**src/rtl/updown_mode_counter_pkg.sv**
```systemverilog
// Shared encodings for the up/down mode counter and its next-value helper.
package updown_mode_counter_pkg;

    typedef enum logic [1:0] {
        MODE_WRAP    = 2'b00,
        MODE_SAT     = 2'b01,
        MODE_RELOAD  = 2'b10,
        MODE_ONESHOT = 2'b11
    } mode_e;

    typedef enum logic {
        ST_RUN  = 1'b0,
        ST_HALT = 1'b1
    } state_e;

endpackage

```
**src/rtl/updown_next_value.sv**
```systemverilog
// Combinational step logic: given the current count, returns the value after
// one enabled step and whether the count is sitting at its terminal value.
module updown_next_value
    import updown_mode_counter_pkg::*;
#(
    parameter int N = 8
) (
    input  logic [N-1:0] q_i,
    input  logic [N-1:0] r_i,
    input  logic [N-1:0] limit_i,
    input  logic         up_i,
    input  logic [1:0]   mode_i,
    output logic [N-1:0] next_q_o,
    output logic         at_term_o
);

    logic [N-1:0] reloadVal;

    // Up uses >= so a limit lowered below the count still counts as terminal.
    always_comb begin
        reloadVal = (r_i > limit_i) ? limit_i : r_i;
        at_term_o = up_i ? (q_i >= limit_i) : (q_i == '0);
        next_q_o  = up_i ? (q_i + 1'b1) : (q_i - 1'b1);

        if (at_term_o) begin
            case (mode_e'(mode_i))
                MODE_WRAP:    next_q_o = up_i ? '0 : limit_i;
                MODE_SAT:     next_q_o = up_i ? limit_i : q_i;
                MODE_RELOAD:  next_q_o = reloadVal;
                MODE_ONESHOT: next_q_o = up_i ? limit_i : q_i;
            endcase
        end
    end

endmodule

```
**src/rtl/updown_mode_counter.sv**
```systemverilog
// N-bit up/down counter with wrap, saturate, auto-reload and one-shot terminal
// behaviour; holds the count, terminal-count pulse and run/halt state.
module updown_mode_counter
    import updown_mode_counter_pkg::*;
#(
    parameter int          N           = 8,
    parameter int unsigned RESET_VALUE = 0
) (
    input  logic         clk_i,
    input  logic         rst_i,
    input  logic [N-1:0] r_i,
    input  logic [N-1:0] limit_i,
    input  logic         l_i,
    input  logic         e_i,
    input  logic         up_i,
    input  logic [1:0]   mode_i,
    output logic [N-1:0] q_o,
    output logic         tc_o,
    output logic         zero_o,
    output logic         done_o
);

    logic [N-1:0] q_q, q_d;
    logic         tc_q, tc_d;
    state_e       state_q, state_d;

    logic [N-1:0] stepVal;
    logic         atTerm;
    logic [N-1:0] loadVal;

    updown_next_value #(.N(N)) u_next (
        .q_i       (q_q),
        .r_i       (r_i),
        .limit_i   (limit_i),
        .up_i      (up_i),
        .mode_i    (mode_i),
        .next_q_o  (stepVal),
        .at_term_o (atTerm)
    );

    assign loadVal = (r_i > limit_i) ? limit_i : r_i;

    // Load beats count; a halted one-shot ignores everything but load.
    always_comb begin
        q_d     = q_q;
        tc_d    = 1'b0;
        state_d = state_q;

        if (l_i) begin
            q_d     = loadVal;
            state_d = ST_RUN;
        end else if (state_q == ST_RUN && e_i) begin
            q_d  = stepVal;
            tc_d = atTerm;
            if (atTerm && mode_e'(mode_i) == MODE_ONESHOT) begin
                state_d = ST_HALT;
            end
        end
    end

    always_ff @(posedge clk_i or posedge rst_i) begin
        if (rst_i) begin
            q_q     <= N'(RESET_VALUE);
            tc_q    <= 1'b0;
            state_q <= ST_RUN;
        end else begin
            q_q     <= q_d;
            tc_q    <= tc_d;
            state_q <= state_d;
        end
    end

    assign q_o    = q_q;
    assign tc_o   = tc_q;
    assign zero_o = (q_q == '0);
    assign done_o = (state_q == ST_HALT);

endmodule

```
**config.mk**
```make
export PLATFORM = sky130hd
export DESIGN_NAME = updown_mode_counter
export DESIGN_NICKNAME = d
export VERILOG_FILES = /design/src/rtl/updown_mode_counter_pkg.sv /design/src/rtl/updown_next_value.sv /design/src/rtl/updown_mode_counter.sv
export SDC_FILE = /design/constraint.sdc
export NUM_CORES = 1
export LEC_CHECK = 0
export BUFFER_PORTS_ARGS = -buffer_cell sky130_fd_sc_hd__buf_2
export CORE_UTILIZATION = 35
export CTS_CLUSTER_DIAMETER = 120
export DETAILED_ROUTE_END_ITERATION = 10
export PLACE_DENSITY = 0.64
export SLEW_MARGIN = 30
export SYNTH_ARGS = -nofsm -noshare
export SYNTH_HDL_FRONTEND = slang
export SYNTH_SLANG_ARGS = --single-unit
```
**constraint.sdc**
```tcl
create_clock -name clk_i -period 6.8 [get_ports clk_i]
set_input_delay 1.02 -clock clk_i [delete_from_list [all_inputs] [get_ports clk_i]]
set_output_delay 1.02 -clock clk_i [all_outputs]
set_load 0.02 [all_outputs]
```
### Word-level counts from Yosys, hierarchy flattened

Index checks and enable logic that the tools add are counted.

* flip-flop bits (word level): 10
* output and inout bits: 11
* logic and storage cells: 35

* add/subtract/negate cells: 2
* order comparisons: 2
* equality and inequality tests: 4
* muxes and demuxes: 14
* bitwise gates (word level): 1
* reductions and logical operators: 9

Operators with widths (count)
* two-way mux 8 bit: 7
* one-hot mux 8 bit (3 select lines): 1
* adder 8 x 1 -> 8 bit (second input constant): 1
* >= comparator 8 bit: 1
* > comparator 8 bit: 1
* zero test 8 bit: 1
* subtractor 8 x 1 -> 8 bit (second input constant): 1
* two-way mux 1 bit: 6
* equality test 2 bit (second input constant): 2
* != test 4 bit (second input constant): 1
* AND reduction 2 bit: 2
* nonzero test 2 bit: 2
* equality test 2 x 1 -> 1 bit (second input constant): 1
* logical AND 1 bit: 2
* zero test 2 bit: 1
* OR reduction 2 bit: 1
* inverter 1 bit: 1

### Depth between registers and ports, before layout

* depth in word-level cells: 6
* gate-level depth with buffers: 9

### Modules after synthesis

From an unflattened synthesis, not the netlist that was laid out.

* cells, all modules: 270
* area, all modules: 2143.3 um^2

Modules (own cells, without submodules)
* updown_next_value: instances 1, cells each 141, area each 1093.5 um^2, sequential area each 0.0 um^2
* updown_mode_counter: instances 1, cells each 129, area each 1049.8 um^2, sequential area each 250.2 um^2

### Least setup slack after synthesis

OpenSTA, ideal clock, no wires.

* path kind: input port to flip-flop
* start point: input up_i
* end point: register q_q[6] (netlist: q_o[6])
* arrival time: 2810 ps
* required time: 6674 ps
* slack: 3864 ps
* cell stages on the path: 8
* buffers on the path: 0
* cells stage by stage: inv_1 > fa_1 > a21o_1 > a311o_1 > a21oi_1 > xor2_1 > a21oi_1 > a221o_1

* word-level cells in the longest chain between the ends: 5
* elaborated cells on any way between the ends: 9
* classes of those cells: eq/ne: 1; mux: 7; reduce/logical: 1

RTL lines
* start, declared: RTL line updown_mode_counter.sv:15 `input logic up_i,`
* two-way mux 8 bit: RTL line updown_next_value.sv:27 `MODE_WRAP: next_q_o = up_i ? '0 : limit_i;`
* one-hot mux 8 bit (3 select lines): RTL line updown_next_value.sv:26 `case (mode_e'(mode_i))`
* two-way mux 8 bit: RTL line updown_next_value.sv:25 `if (at_term_o) begin`
* two-way mux 8 bit: RTL line updown_mode_counter.sv:52 `end else if (state_q == ST_RUN && e_i) begin`
* two-way mux 8 bit: RTL line updown_mode_counter.sv:49 `if (l_i) begin`
* end signal, assigned: RTL line updown_mode_counter.sv:63 `q_q <= N'(RESET_VALUE);`
* end signal, assigned: RTL line updown_mode_counter.sv:67 `q_q <= q_d;`
* end, declared: RTL line updown_mode_counter.sv:23 `logic [N-1:0] q_q, q_d;`

Several ways; a longest one is shown, not always the timed one. The select of a mux whose other input is x is not followed.
A chain may end at the register's enable or synchronous reset.

### Final worst setup path

* start point: input limit_i[5]
* end point: register q_q[3] (netlist: q_o[3])

* word-level cells in the longest chain between the ends: 6
* elaborated cells on any way between the ends: 10
* classes of those cells: order compare: 2; eq/ne: 1; mux: 6; reduce/logical: 1

RTL lines
* start, declared: RTL line updown_mode_counter.sv:12 `input logic [N-1:0] limit_i,`
* > comparator 8 bit: RTL line updown_next_value.sv:21, updown_mode_counter.sv:41
* two-way mux 8 bit: RTL line updown_next_value.sv:21, updown_mode_counter.sv:41
* one-hot mux 8 bit (3 select lines): RTL line updown_next_value.sv:26
* two-way mux 8 bit: RTL line updown_next_value.sv:25
* two-way mux 8 bit: RTL line updown_mode_counter.sv:52
* two-way mux 8 bit: RTL line updown_mode_counter.sv:49

Several ways; a longest one is shown, not always the timed one. The select of a mux whose other input is x is not followed.

==> summary.md <==
| Metric | Value |
|---|---|
| Most Used Layer, Global Route | `met2` |
| Number of enable flip-flop cells after synthesis | `0` |
| Clock-pin slew on the worst setup and hold paths | `0.05 ns` |
| DRT Pass-1 Iters | `4` |
| Initial Util | `36.7%` |
| Global Route met2 Usage | `32.2%` |
| CP Max Fanout | `8` |
| Clock Path Buffers | `2` |
| Pins Over Slew Limit | `0` |
| Cell taking the most area after synthesis | `ha_1` |
| Vias/cell | `5.89` |
| Main synth FF type | `dfrtp_1` |
| Max_slew headroom | `52.3%` |
| Initial antenna violation count | `0` |
| Gr usage total | `20.9%` |
| Setup crit start kind | `primary input` |
| Most common library cells after synthesis | `ha_1 (22), a21oi_1 (18), nand2_1 (18)` |
| Met3 GRT Util | `3.25%` |
| Buf/Inv on CP | `2` |
| R2R Setup Slk | `4.31 ns` |
| Setup Buffers After CTS | `0` |
| Number of synthesized register bits | `10` |
| Largest stage delay on the critical path | `0.41 ns` |
| Fin. Hold Viols | `0` |
| Synth async-reset ratio | `100%` |
| # setup viols final | `0` |
| Nets | `263` |
| Area grow syn2layout | `16.4%` |
| CP Class | `in2reg` |
| Hold_sp | `done_o` |
| Mapped Area | `0.00148 mm^2` |
| Post-layout util | `42.7%` |
| Congestion Overflow GR | `0` |
| Non-Filler Instances | `265` |
| PD cells | `223 mW/mm^2` |
| Worst R2R Path Depth | `7` |
| Htree depth | `1` |
| Clk_lat worst skew | `0.24 ns` |
| Final setup TNS | `0 ns` |
| DR WL/cell | `16.6 um` |
| CTS tree | `yes` |
| Number of CTS-inserted buffers | `3` |
| Layout cell share with drive strength beyond 1 | `19.1%` |
| Gates resized, CTS repair | `0` |
| Reg2Reg Launch Point | `q_o[5]` |
| Final wirelength | `4390 um` |
| RSZ-0062 raised after global routing | `false` |
| Syn Nets | `230` |
| Placed Cells | `262` |
| DP HPWL | `3420 um` |
| Die X | `67.0 um` |
| Via count | `1,560` |
| Filler Cell Count | `424` |
| Tightest Pin Transition | `0.712 ns` |
| Area contributors post-synth | `ha_1 (19%), dfrtp_1 (17%), a21oi_1 (6.1%)` |
| Die Y | `67.0 um` |
| Period utilisation layout | `44.3%` |
| Crit-path cells | `buf_2, inv_1, ha_1, a21o_1, a2111oi_2, o31a_2, or2_1, a21oi_1, a221o_1` |
| Largest net degree at the start of global routing | `16` |
| Worst hold slack | `0.618 ns` |
| Worst r2r dst | `q_o[3]` |
| Post-synthesis average cell area | `8.03 um^2` |
| Syn Inst Count | `184` |
| Antenna Nets Post-Route | `0` |
| Row cnt | `23` |
| Core area | `0.00403 mm^2` |
| Number of global-route vias before repair | `1,424` |
| Peak supply drop | `0.168 mV` |
| DRT iter0 DRCs | `107` |
| Final Skew | `0.00697 ns` |
| CP delay by family, top | `compound AO/OA/AOI/OAI gates` |
| Critical path's slowest cell | `a2111oi_2` |
| Sink Count | `10` |
| Leakage power | `0.000826 uW` |
| Hold Crit Class | `reg2reg` |
| Root buffer cell | `clkbuf_8` |
| Max_cap viols | `0` |
| Min-Delay Endpoint | `done_o` |
| Synth cell types | `48` |
| Sequential fraction of the synthesis area | `16.9%` |
| Post-CTS Hold Fix Bufs | `0` |
| Met1 Track Usage GR | `31.0%` |
| CP required | `6.91 ns` |
| Worst Setup End Kind | `flip-flop` |
| Outcome | `completed` |
| Total Power | `383 uW` |
| First-pass GRT wire length | `7110 um` |
| Inserted Diodes | `0` |
| Count leader, synth | `ha_1` |
| Area of the die | `0.00449 mm^2` |
| Synth warnings | `0` |
| Period minus WS final | `3.01 ns` |
| IO Port Bufs | `33` |
| Post-synth top area share | `18.6%` |
| Achievable Freq | `332 MHz` |
| Data arrival, critical path | `3.12 ns` |
| Routability cong. | `0.877` |
| DRC | `0` |
| I/O pin count | `34` |
| Hold path depth | `2` |
state kept, by name, indices dropped and copies added, names as in the netlist:
name and flops:
done_o 1, q_o 8, tc_o 1
cells by family after synthesis:
kind of cell	count (synthesis)	synth area share (%)
buffers and inverters	21	5.84
AO/OA/AOI/OAI	69	34.0
adder cells (fa/ha/maj)	23	20.0
flip-flops	10	16.9
AND/OR/NAND/NOR	52	17.6
XOR/XNOR	7	4.15
multiplexers	2	1.44
tightest hold or removal path, cell delays in order (launching register included):
cell     delay, ns
dfrtp_1       0.35
inv_1         0.09
a21oi_1       0.14
power breakdown:
part	total (uW)	switching (uW)	leakage (uW)	internal [uW]
sequential	96.1	23.6	0.000125	72.6
combinational	225	130	0.000679	94.8
clock	61.6	22.9	0.0000216	38.8
total	383	177	0.000826	206
per-layer routing:
metal | vias to the layer above | share of wire [%]
li1 | 779 | -
met4 | 0 | 0.55
met2 | 54 | 45
met3 | 2 | 5.7
met1 | 725 | 49
met5 | - | 0
cell type report:
type | instances | area [um^2] | share of cell area, %
clock buffers | 3 | 41.3 | 2.40
inverters | 16 | 60.1 | 3.49
multi-input cells | 153 | 1140 | 66.3
flip-flops and latches | 10 | 250 | 14.5
well taps | 50 | 62.6 | 3.64
repair buffers | 33 | 165 | 9.60
metrics by stage:
| step | area, um^2 | setup WS [ns] |
|---|---|---|
| final | 1720 | 3.79 |
| after global routing | 1720 | 3.63 |
| after CTS | 1720 | 3.79 |
| after detailed placement | 1680 | 3.57 |
| after global placement | 1680 | 3.58 |
| after floorplan | 1480 | 3.86 |
how the worst max path moves through the flow:
stage | from | endpoint | slack, ns | cells past startpoint
2_1_floorplan | up_i | q_o[6] | 3.86 | 8
3_3_place_gp | up_i | q_o[6] | 3.58 | 9
3_5_place_dp | up_i | q_o[6] | 3.57 | 9
4_1_cts | limit_i[5] | q_o[3] | 3.79 | 9
5_1_grt | up_i | q_o[6] | 3.63 | 9
6_report | limit_i[5] | q_o[3] | 3.79 | 9
placed cells by master (no fill, tap or decap), drive strengths merged, types with 2 or more instances in the layout:
cell	instances
buf	33
ha	22
nand2	18
a21oi	18
inv	16
dfrtp	10
o21ai	10
o211ai	7
o2111ai	6
nand3	6
nand4	5
xor2	5
a221o	5
nor2	5
nor3	4
nor2b	3
a21o	3
o21a	3
clkbuf	3
nand2b	2
nor4	2
xnor2	2
and3	2
and2	2
a311o	2
a2111oi	2
o221ai	2
(Power assumes the default switching activity.)
